`src/rtl/floo_endsim_monitor.sv`:
```
// End-of-simulation monitor: sticky per-tile completion/error capture, NoC drain
// window and a run watchdog, all with registered outputs.
module floo_endsim_monitor #(
  parameter int unsigned NumTiles      = 4,
  parameter int unsigned NumBusy       = 4,
  parameter int unsigned DrainCycles   = 100,
  parameter int unsigned TimeoutCycles = 1000000,
  parameter int unsigned CntWidth      = 32
) (
  input  logic                clk_i,
  input  logic                rst_ni,
  input  logic                en_i,
  input  logic                clear_i,
  input  logic [NumTiles-1:0] tile_eoc_i,
  input  logic [NumTiles-1:0] tile_err_i,
  input  logic [NumBusy-1:0]  busy_i,
  output logic                done_o,
  output logic                pass_o,
  output logic                timeout_o,
  output logic [NumTiles-1:0] done_mask_o,
  output logic [NumTiles-1:0] err_mask_o,
  output logic [CntWidth-1:0] cycles_o
);

  // A shift of 64 or more yields 0, so the subtraction wraps to all-ones.
  localparam longint unsigned CntMax = (64'd1 << CntWidth) - 64'd1;

  if (NumTiles < 1 || NumBusy < 1) begin : g_bad_widths
    $error("floo_endsim_monitor: NumTiles and NumBusy must be at least 1");
  end
  if (longint'(TimeoutCycles) > CntMax || longint'(DrainCycles) > CntMax) begin : g_bad_counts
    $error("floo_endsim_monitor: TimeoutCycles and DrainCycles must fit in CntWidth bits");
  end

  localparam logic [CntWidth-1:0] DrainLast   = CntWidth'(DrainCycles - 1);
  localparam logic [CntWidth-1:0] TimeoutLast = CntWidth'(TimeoutCycles - 1);

  typedef enum logic [2:0] {IDLE, RUN, DRAIN, DONE, TIMEOUT} state_e;

  state_e              state_q;
  logic [CntWidth-1:0] cycles_q;
  logic [CntWidth-1:0] idle_q;
  logic [NumTiles-1:0] done_mask_q;
  logic [NumTiles-1:0] err_mask_q;
  logic                done_q;
  logic                pass_q;
  logic                timeout_q;

  logic [NumTiles-1:0] next_mask;
  logic [NumTiles-1:0] next_err;
  logic [CntWidth-1:0] cycles_inc;
  logic                all_done;
  logic                any_busy;
  logic                wd_hit;

  // Error bits are loaded only for tiles completing this cycle, so they never change later.
  always_comb begin
    next_mask  = done_mask_q | tile_eoc_i;
    next_err   = err_mask_q | (tile_eoc_i & ~done_mask_q & tile_err_i);
    all_done   = &next_mask;
    any_busy   = |busy_i;
    wd_hit     = (TimeoutCycles != 0) && (cycles_q >= TimeoutLast);
    cycles_inc = (&cycles_q) ? cycles_q : cycles_q + 1'b1;
  end

  always_ff @(posedge clk_i or negedge rst_ni) begin
    if (!rst_ni) begin
      state_q     <= IDLE;
      cycles_q    <= '0;
      idle_q      <= '0;
      done_mask_q <= '0;
      err_mask_q  <= '0;
      done_q      <= 1'b0;
      pass_q      <= 1'b0;
      timeout_q   <= 1'b0;
    end else if (clear_i) begin
      state_q     <= IDLE;
      cycles_q    <= '0;
      idle_q      <= '0;
      done_mask_q <= '0;
      err_mask_q  <= '0;
      done_q      <= 1'b0;
      pass_q      <= 1'b0;
      timeout_q   <= 1'b0;
    end else begin
      case (state_q)
        IDLE: begin
          if (en_i) begin
            state_q  <= RUN;
            cycles_q <= '0;
          end
        end
        RUN: begin
          cycles_q    <= cycles_inc;
          done_mask_q <= next_mask;
          err_mask_q  <= next_err;
          // Only a completion straight to DONE beats the watchdog; entering DRAIN does not.
          if (all_done && DrainCycles == 0) begin
            state_q <= DONE;
            done_q  <= 1'b1;
            pass_q  <= (next_err == '0);
          end else if (wd_hit) begin
            state_q   <= TIMEOUT;
            done_q    <= 1'b1;
            timeout_q <= 1'b1;
          end else if (all_done) begin
            state_q <= DRAIN;
            idle_q  <= '0;
          end
        end
        DRAIN: begin
          cycles_q    <= cycles_inc;
          done_mask_q <= next_mask;
          err_mask_q  <= next_err;
          idle_q      <= any_busy ? '0 : idle_q + 1'b1;
          if (!any_busy && idle_q == DrainLast) begin
            state_q <= DONE;
            done_q  <= 1'b1;
            pass_q  <= (next_err == '0);
          end else if (wd_hit) begin
            state_q   <= TIMEOUT;
            done_q    <= 1'b1;
            timeout_q <= 1'b1;
          end
        end
        DONE, TIMEOUT: begin
          state_q <= state_q;
        end
        default: state_q <= IDLE;
      endcase
    end
  end

  assign done_o      = done_q;
  assign pass_o      = pass_q;
  assign timeout_o   = timeout_q;
  assign done_mask_o = done_mask_q;
  assign err_mask_o  = err_mask_q;
  assign cycles_o    = cycles_q;

endmodule

```
`config.mk`:
```
export PLATFORM = sky130hd
export DESIGN_NAME = floo_endsim_monitor
export DESIGN_NICKNAME = d
export VERILOG_FILES = /design/src/rtl/floo_endsim_monitor.sv
export SDC_FILE = /design/constraint.sdc
export NUM_CORES = 1
export LEC_CHECK = 0
export ABC_CLOCK_PERIOD_IN_PS = 5800
export CAP_MARGIN = 20
export CORE_MARGIN = 1
export CORE_UTILIZATION = 39
export CTS_CLUSTER_SIZE = 20
export DETAILED_ROUTE_END_ITERATION = 8
export PLACE_DENSITY_LB_ADDON = 0.25
export RECOVER_POWER = 100
export SLEW_MARGIN = 5
export SYNTH_ARGS = -nofsm -noshare
export SYNTH_HDL_FRONTEND = slang
export SYNTH_SLANG_ARGS = --single-unit
export TNS_END_PERCENT = 5
```
`constraint.sdc`:
```
create_clock -name clk_i -period 5.8 [get_ports clk_i]
set_input_delay 1.16 -clock clk_i [delete_from_list [all_inputs] [get_ports clk_i]]
set_output_delay 1.16 -clock clk_i [all_outputs]
set_load 0.01 [all_outputs]
```
# After elaboration in Yosys (flattened, before gate mapping)
# Index checks and enable logic that the tools add are counted.
dict set report totals {
  ff_bits 78
  inputBits 16
  wordCells 79
}
dict set report classes {
  eq_ne 13
  addsub 2
  n_lt_le_gt_ge 1
  reduce_logical 19
  bitwise 5
  mux 31
}
# cell count
set op_table {}
lappend op_table {{2-to-1 mux 32 bit} 7}
lappend op_table {{case mux 32 bit (2 select lines)} 2}
lappend op_table {{adder 32 x 1 -> 32 bit (second input constant)} 2}
lappend op_table {{== test 32 x 7 -> 1 bit (second input constant)} 1}
lappend op_table {{>= comparator 32 x 20 -> 1 bit (second input constant)} 1}
lappend op_table {{AND reduction 32 bit} 1}
lappend op_table {{2-to-1 mux 3 bit} 6}
lappend op_table {{2-to-1 mux 4 bit} 4}
lappend op_table {{inequality test 3 bit (second input constant)} 5}
lappend op_table {{case mux 3 bit (4 select lines)} 1}
lappend op_table {{2-to-1 mux 1 bit} 9}
lappend op_table {{AND 4 bit} 2}
lappend op_table {{inequality test 4 bit (second input constant)} 2}
lappend op_table {{bitwise OR 4 bit} 2}
lappend op_table {{AND reduction 4 bit} 2}
lappend op_table {{== test 3 x 2 -> 1 bit (second input constant)} 2}
lappend op_table {{AND reduction 3 bit} 2}
lappend op_table {{nonzero test 2 bit} 3}
lappend op_table {{nonzero test 3 bit} 2}
lappend op_table {{zero test 4 bit} 1}
lappend op_table {{inverter 4 bit} 1}
lappend op_table {{case mux 1 bit (2 select lines)} 2}
lappend op_table {{AND reduction 2 bit} 2}
lappend op_table {{OR reduction 2 bit} 2}
lappend op_table {{other kinds (7)} 7}

# Logic depth before layout (Yosys ltp)
dict set report logic_depth {
  depth_word 8
  mapped_depth 8
}

# Worst setup path after synthesis
# OpenSTA, ideal clock, no wires.
dict set report synth_path {
  kind {input to register}
  startpoint {input port busy_i[1]}
  endpoint {register state_q[2]}
  arrival_time_ns 2.647
  setup_time_ns 0.125
  stages 7
  setup_slack_ns 3.028
  cell_sequence {nor4_1 -> nand3_1 -> or3_1 -> buf_6 -> a21oi_2 -> a21oi_1 -> mux2_4}
}
dict set report synth_via {
  elab_chain_cells 6
}
# item line
set synth_lines {}
lappend synth_lines {{start: declaration} 16} ;# input logic [NumBusy-1:0] busy_i,
lappend synth_lines {{OR reduction 4 bit *} 61} ;# any_busy = |busy_i;
lappend synth_lines {{zero test 1 bit *} 116} ;# if (!any_busy && idle_q == DrainLast) begin
lappend synth_lines {{logical AND 1 bit *} 116}
lappend synth_lines {{2-to-1 mux 3 bit} 116}
lappend synth_lines {{case mux 3 bit (4 select lines)} 86} ;# case (state_q)
lappend synth_lines {{2-to-1 mux 3 bit} 76} ;# end else if (clear_i) begin
lappend synth_lines {{end signal: assignment} 127} ;# state_q <= state_q;
lappend synth_lines {{end: declaration} 40} ;# state_e state_q;
# Mark *: on every way between the ends. The rest lies on a longest branch, timed or not.
# A chain may end at the register's enable or synchronous reset.

# Worst setup path in the final report
dict set report layout_path {
  startpoint {input port clear_i}
  endpoint {register idle_q[16]}
}
dict set report layout_via {
  elab_chain_cells 2
}
# item line
set layout_lines {}
lappend layout_lines {{start: declaration} 13} ;# input logic clear_i,
lappend layout_lines {{inequality test 3 bit (no line) / nonzero test 3 bit (equally long branches)} --}
lappend layout_lines {{AND reduction 3 bit (no line)} --}
lappend layout_lines {{end signal: assignment} 115} ;# idle_q <= any_busy ? '0 : idle_q + 1'b1;
lappend layout_lines {{end: declaration} 42} ;# logic [CntWidth-1:0] idle_q;
# Parallel ways exist; a longest one is shown, timed or not.

==> run_results.csv <==
group,metric,value,unit
outcome,status,"finished, final reports clean",
flow_run,maxCapViolations,0,
placed_design,dpl_cell_area,5081,um^2
clock_tree,cts.clk_slew.worst_paths,0.06,ns
sta,max_freq,250.6,MHz
synthesis,ys.warnings.count,0,
floorplanning,start_util,40.31,%
sta,finalHoldViolCount,0,
worst_setup_path,critPathKind,"input port to flip-flop",
sta,setup_violations,0,
sta,worst_slew_margin_rel,22.18,%
clock_tree,cts-resized-gates,0,
detailed_routing,first_pass_iters,5,
final_layout,diodes,0,
synthesis,yosysSeqAreaShare,44.28,%
sta,fin_crit,3.990,ns
sta,rsz0062_at_grt,"no",
synthesis,ys_ff_latch,78,
sta,worst_pin_slew,1.167,ns
final_layout,nNetsFinal,584,
detailed_routing,drt-total-wl,11420,um
final_layout,areaGrowthSynthToFinish,22.20,%
synthesis,synth_top_cell_area_share,44.28,%
worst_setup_path,crit_path_start_kind,"input port",
floorplanning,dieArea,11730,um^2
synthesis,synth_area_leader_cell,"dfrtp_1",
clock_tree,cts_sinks,78,
power,leakage,2.313,nW
floorplanning,row_count,38,
floorplanning,core_area,10940,um^2
worst_setup_path,r2r_cells,7,
detailed_routing,num_vias,4215,
worst_setup_path,cp_max_fo,27,
synthesis,synth_fp_nets,536,
final_layout,post-route-util,49.26,%
final_layout,drive_gt1_share,4.912,%
placed_design,gp_congestion,0.7950,
synthesis,synthTopCellsByArea,"dfrtp_1, o21ai_0, nor2_1",
global_routing,grt_max_degree,79,
sta,fin_worst_skew,0.003237,ns
clock_tree,cts_setup_buffers,0,
global_routing,grt_util_all_layers,20.66,%
detailed_routing,detail-route-antenna-nets,0,
clock_tree,ctsHoldBuffers,0,
floorplanning,num_io_pins,59,
global_routing,grt_antenna_before_repair,0,
sta,tns,0,ns
synthesis,avgSynthCellArea,8.510,um^2
sta,finalCritPeriodShare,68.79,%
clock_tree,numCtsBuffers,9,
floorplanning,dieHeight,108.3,um
final_layout,finalInstanceArea,5386,um^2
clock_tree,clockBufferDepth,2,
detailed_routing,drtIter0Drc,297,
synthesis,synth-edff-count,0,
worst_setup_path,critPathRequiredTime,6.01,ns
synthesis,synth_flop_cell,"dfrtp_1",
clock_tree,cts_tree,"built",
placed_design,io_buffers,58,
power,p_total,1.564,mW
synthesis,synthCells,518,
detailed_routing,wl_per_cell,16.09,um
min_path,min_path_type,"flip-flop to flip-flop",
sta,report.final.slew_viol_count,0,
power,p_per_area,290.3,nW/um^2
min_path,hold_depth,1,
floorplanning,die_w,108.3,um
global_routing,grt_pass1_vias,3845,
detailed_routing,drc,0,
detailed_routing,vias_per_cell,5.937,
synthesis,synthArstFlopShare,100.0,%
global_routing,grt_pass1_wl,18950,um
power,vdd_drop_max,0.1305,mV
synthesis,syn_area,4408,um^2
final_layout,fillers,1054,
final_layout,multi_input_area,2308,um^2
placed_design,hpwl,7656,um
clock_tree,worstSkewPairLatency,0.34,ns
worst_setup_path,crit_arrival,4.20,ns
final_layout,register_area,1952,um^2
synthesis,ys_types,58,
worst_setup_path,worst_setup_path_end_kind,"flip-flop",
clock_tree,root_buffer,"clkbuf_16",
clock_tree,cts_max_level,3,
global_routing,globalRouteOverflowTotal,0,
[routing by layer]
metal | global-route usage, % | part of all wire, % | vias up
met5 | 0 | 0 | -
met3 | 3.978 | 5.8 | 8
li1 | - | - | 2039
met2 | 31.26 | 46 | 128
met1 | 29.63 | 47 | 2040
met4 | 6.757 | 0.98 | 0
[layout make-up]
cell class	instances	share of cell area, %
multi-input combinational	404	42.86
sequential	78	36.24
timing repair buffer	64	11.68
clock buffer	15	5.343
tap	140	3.252
inverter	9	0.6272
[synth_stat cells, drive strengths merged, types with 3 or more instances]
cell    count
a21oi      31
a31oi      16
and2        5
and3       16
buf         6
clkbuf     21
dfrtp      78
inv         9
mux2        3
nand2      39
nand2b      6
nand3      29
nand4      24
nor2       55
nor2b       3
nor3        9
nor4       19
o21ai      70
o31ai      13
or3         8
or4         5
xnor2       4
xor2       10
[layout by cell type (no fill, tap or decap), types with 2 or more instances in the layout]
cell type        count
a41oi_1              2
dlygate4sd3_1       45
clkbuf_16            9
or4_1                5
o31ai_1             13
mux2_2               3
xor2_1              10
ha_1                 2
nor2_1              55
o22ai_1              2
or3_1                8
o211ai_1             2
clkbuf_8             4
mux2i_1              2
dfrtp_1             78
nor4_1              19
nor2b_1              3
and2_1               3
a211o_1              2
nand2b_1             6
and3_1              16
o21a_1               2
clkdlybuf4s50_1     12
inv_1                9
or2_2                2
nand3_1             29
nand3b_1             2
a21oi_1             30
nand2_1             39
clkbuf_1             5
buf_4                2
nor3_1               8
and2_0               2
xnor2_1              4
a31oi_1             15
o21ai_0             70
nand4_1             24
[per-stage QoR]
step                hold slack [ns]  instances  worst slack (ns)
floorplan                    0.4519        518             3.028
global placement             0.4722        693             1.862
detailed placement           0.4833        693             1.751
CTS                          0.4897        708             2.108
global route                 0.5092        710             1.449
finish                       0.4915        710             1.810
[critical path, stage by stage]
cell and delay (ns):
dlygate4sd3_1 0.92, nor2_1 0.21, and2_0 0.25, nand2_1 0.23, clkbuf_1 0.90, nor2_1 0.26
nand2_1 0.16, o21ai_0 0.10
[path summary, 6_finish.rpt]
path                                to        start  slack [ns]
hold reg to reg             idle_q[31]   idle_q[31]        0.49
hold / removal              idle_q[31]   idle_q[31]        0.49
setup reg to reg           cycles_o[6]  cycles_o[0]        3.02
setup / recovery            idle_q[16]      clear_i        1.81
max in group asynchronous   idle_q[14]       rst_ni        4.00
min in group asynchronous  cycles_o[8]       rst_ni        0.96
[flip-flops by register name (all words and copies together) (netlist names)]
signal / cells
cycles_o: 32
done_mask_o: 4
err_mask_o: 4
timeout_o: 1
done_o: 1
pass_o: 1
idle_q: 32
state_q: 3
[power breakdown]
part,total [mW],internal (mW),switching (mW)
Combinational,0.397,0.141,0.257
Sequential,0.615,0.573,0.0419
Clock,0.552,0.335,0.217
Total,1.56,1.05,0.516
[kinds of logic (layout without fill, tap and decap cells)]
family | after synthesis | after routing | synth area share [%]
AO/OA/AOI/OAI | 153 | 153 | 20.47
XOR/XNOR | 14 | 14 | 2.782
flip-flops | 78 | 78 | 44.28
adder cells (fa/ha/maj) | 2 | 2 | 0.5676
multiplexers | 5 | 5 | 1.306
buffers and inverters | 36 | 88 | 3.406
AND/OR/NAND/NOR | 230 | 230 | 27.19
Note: power is estimated with default switching activity, not from simulation.
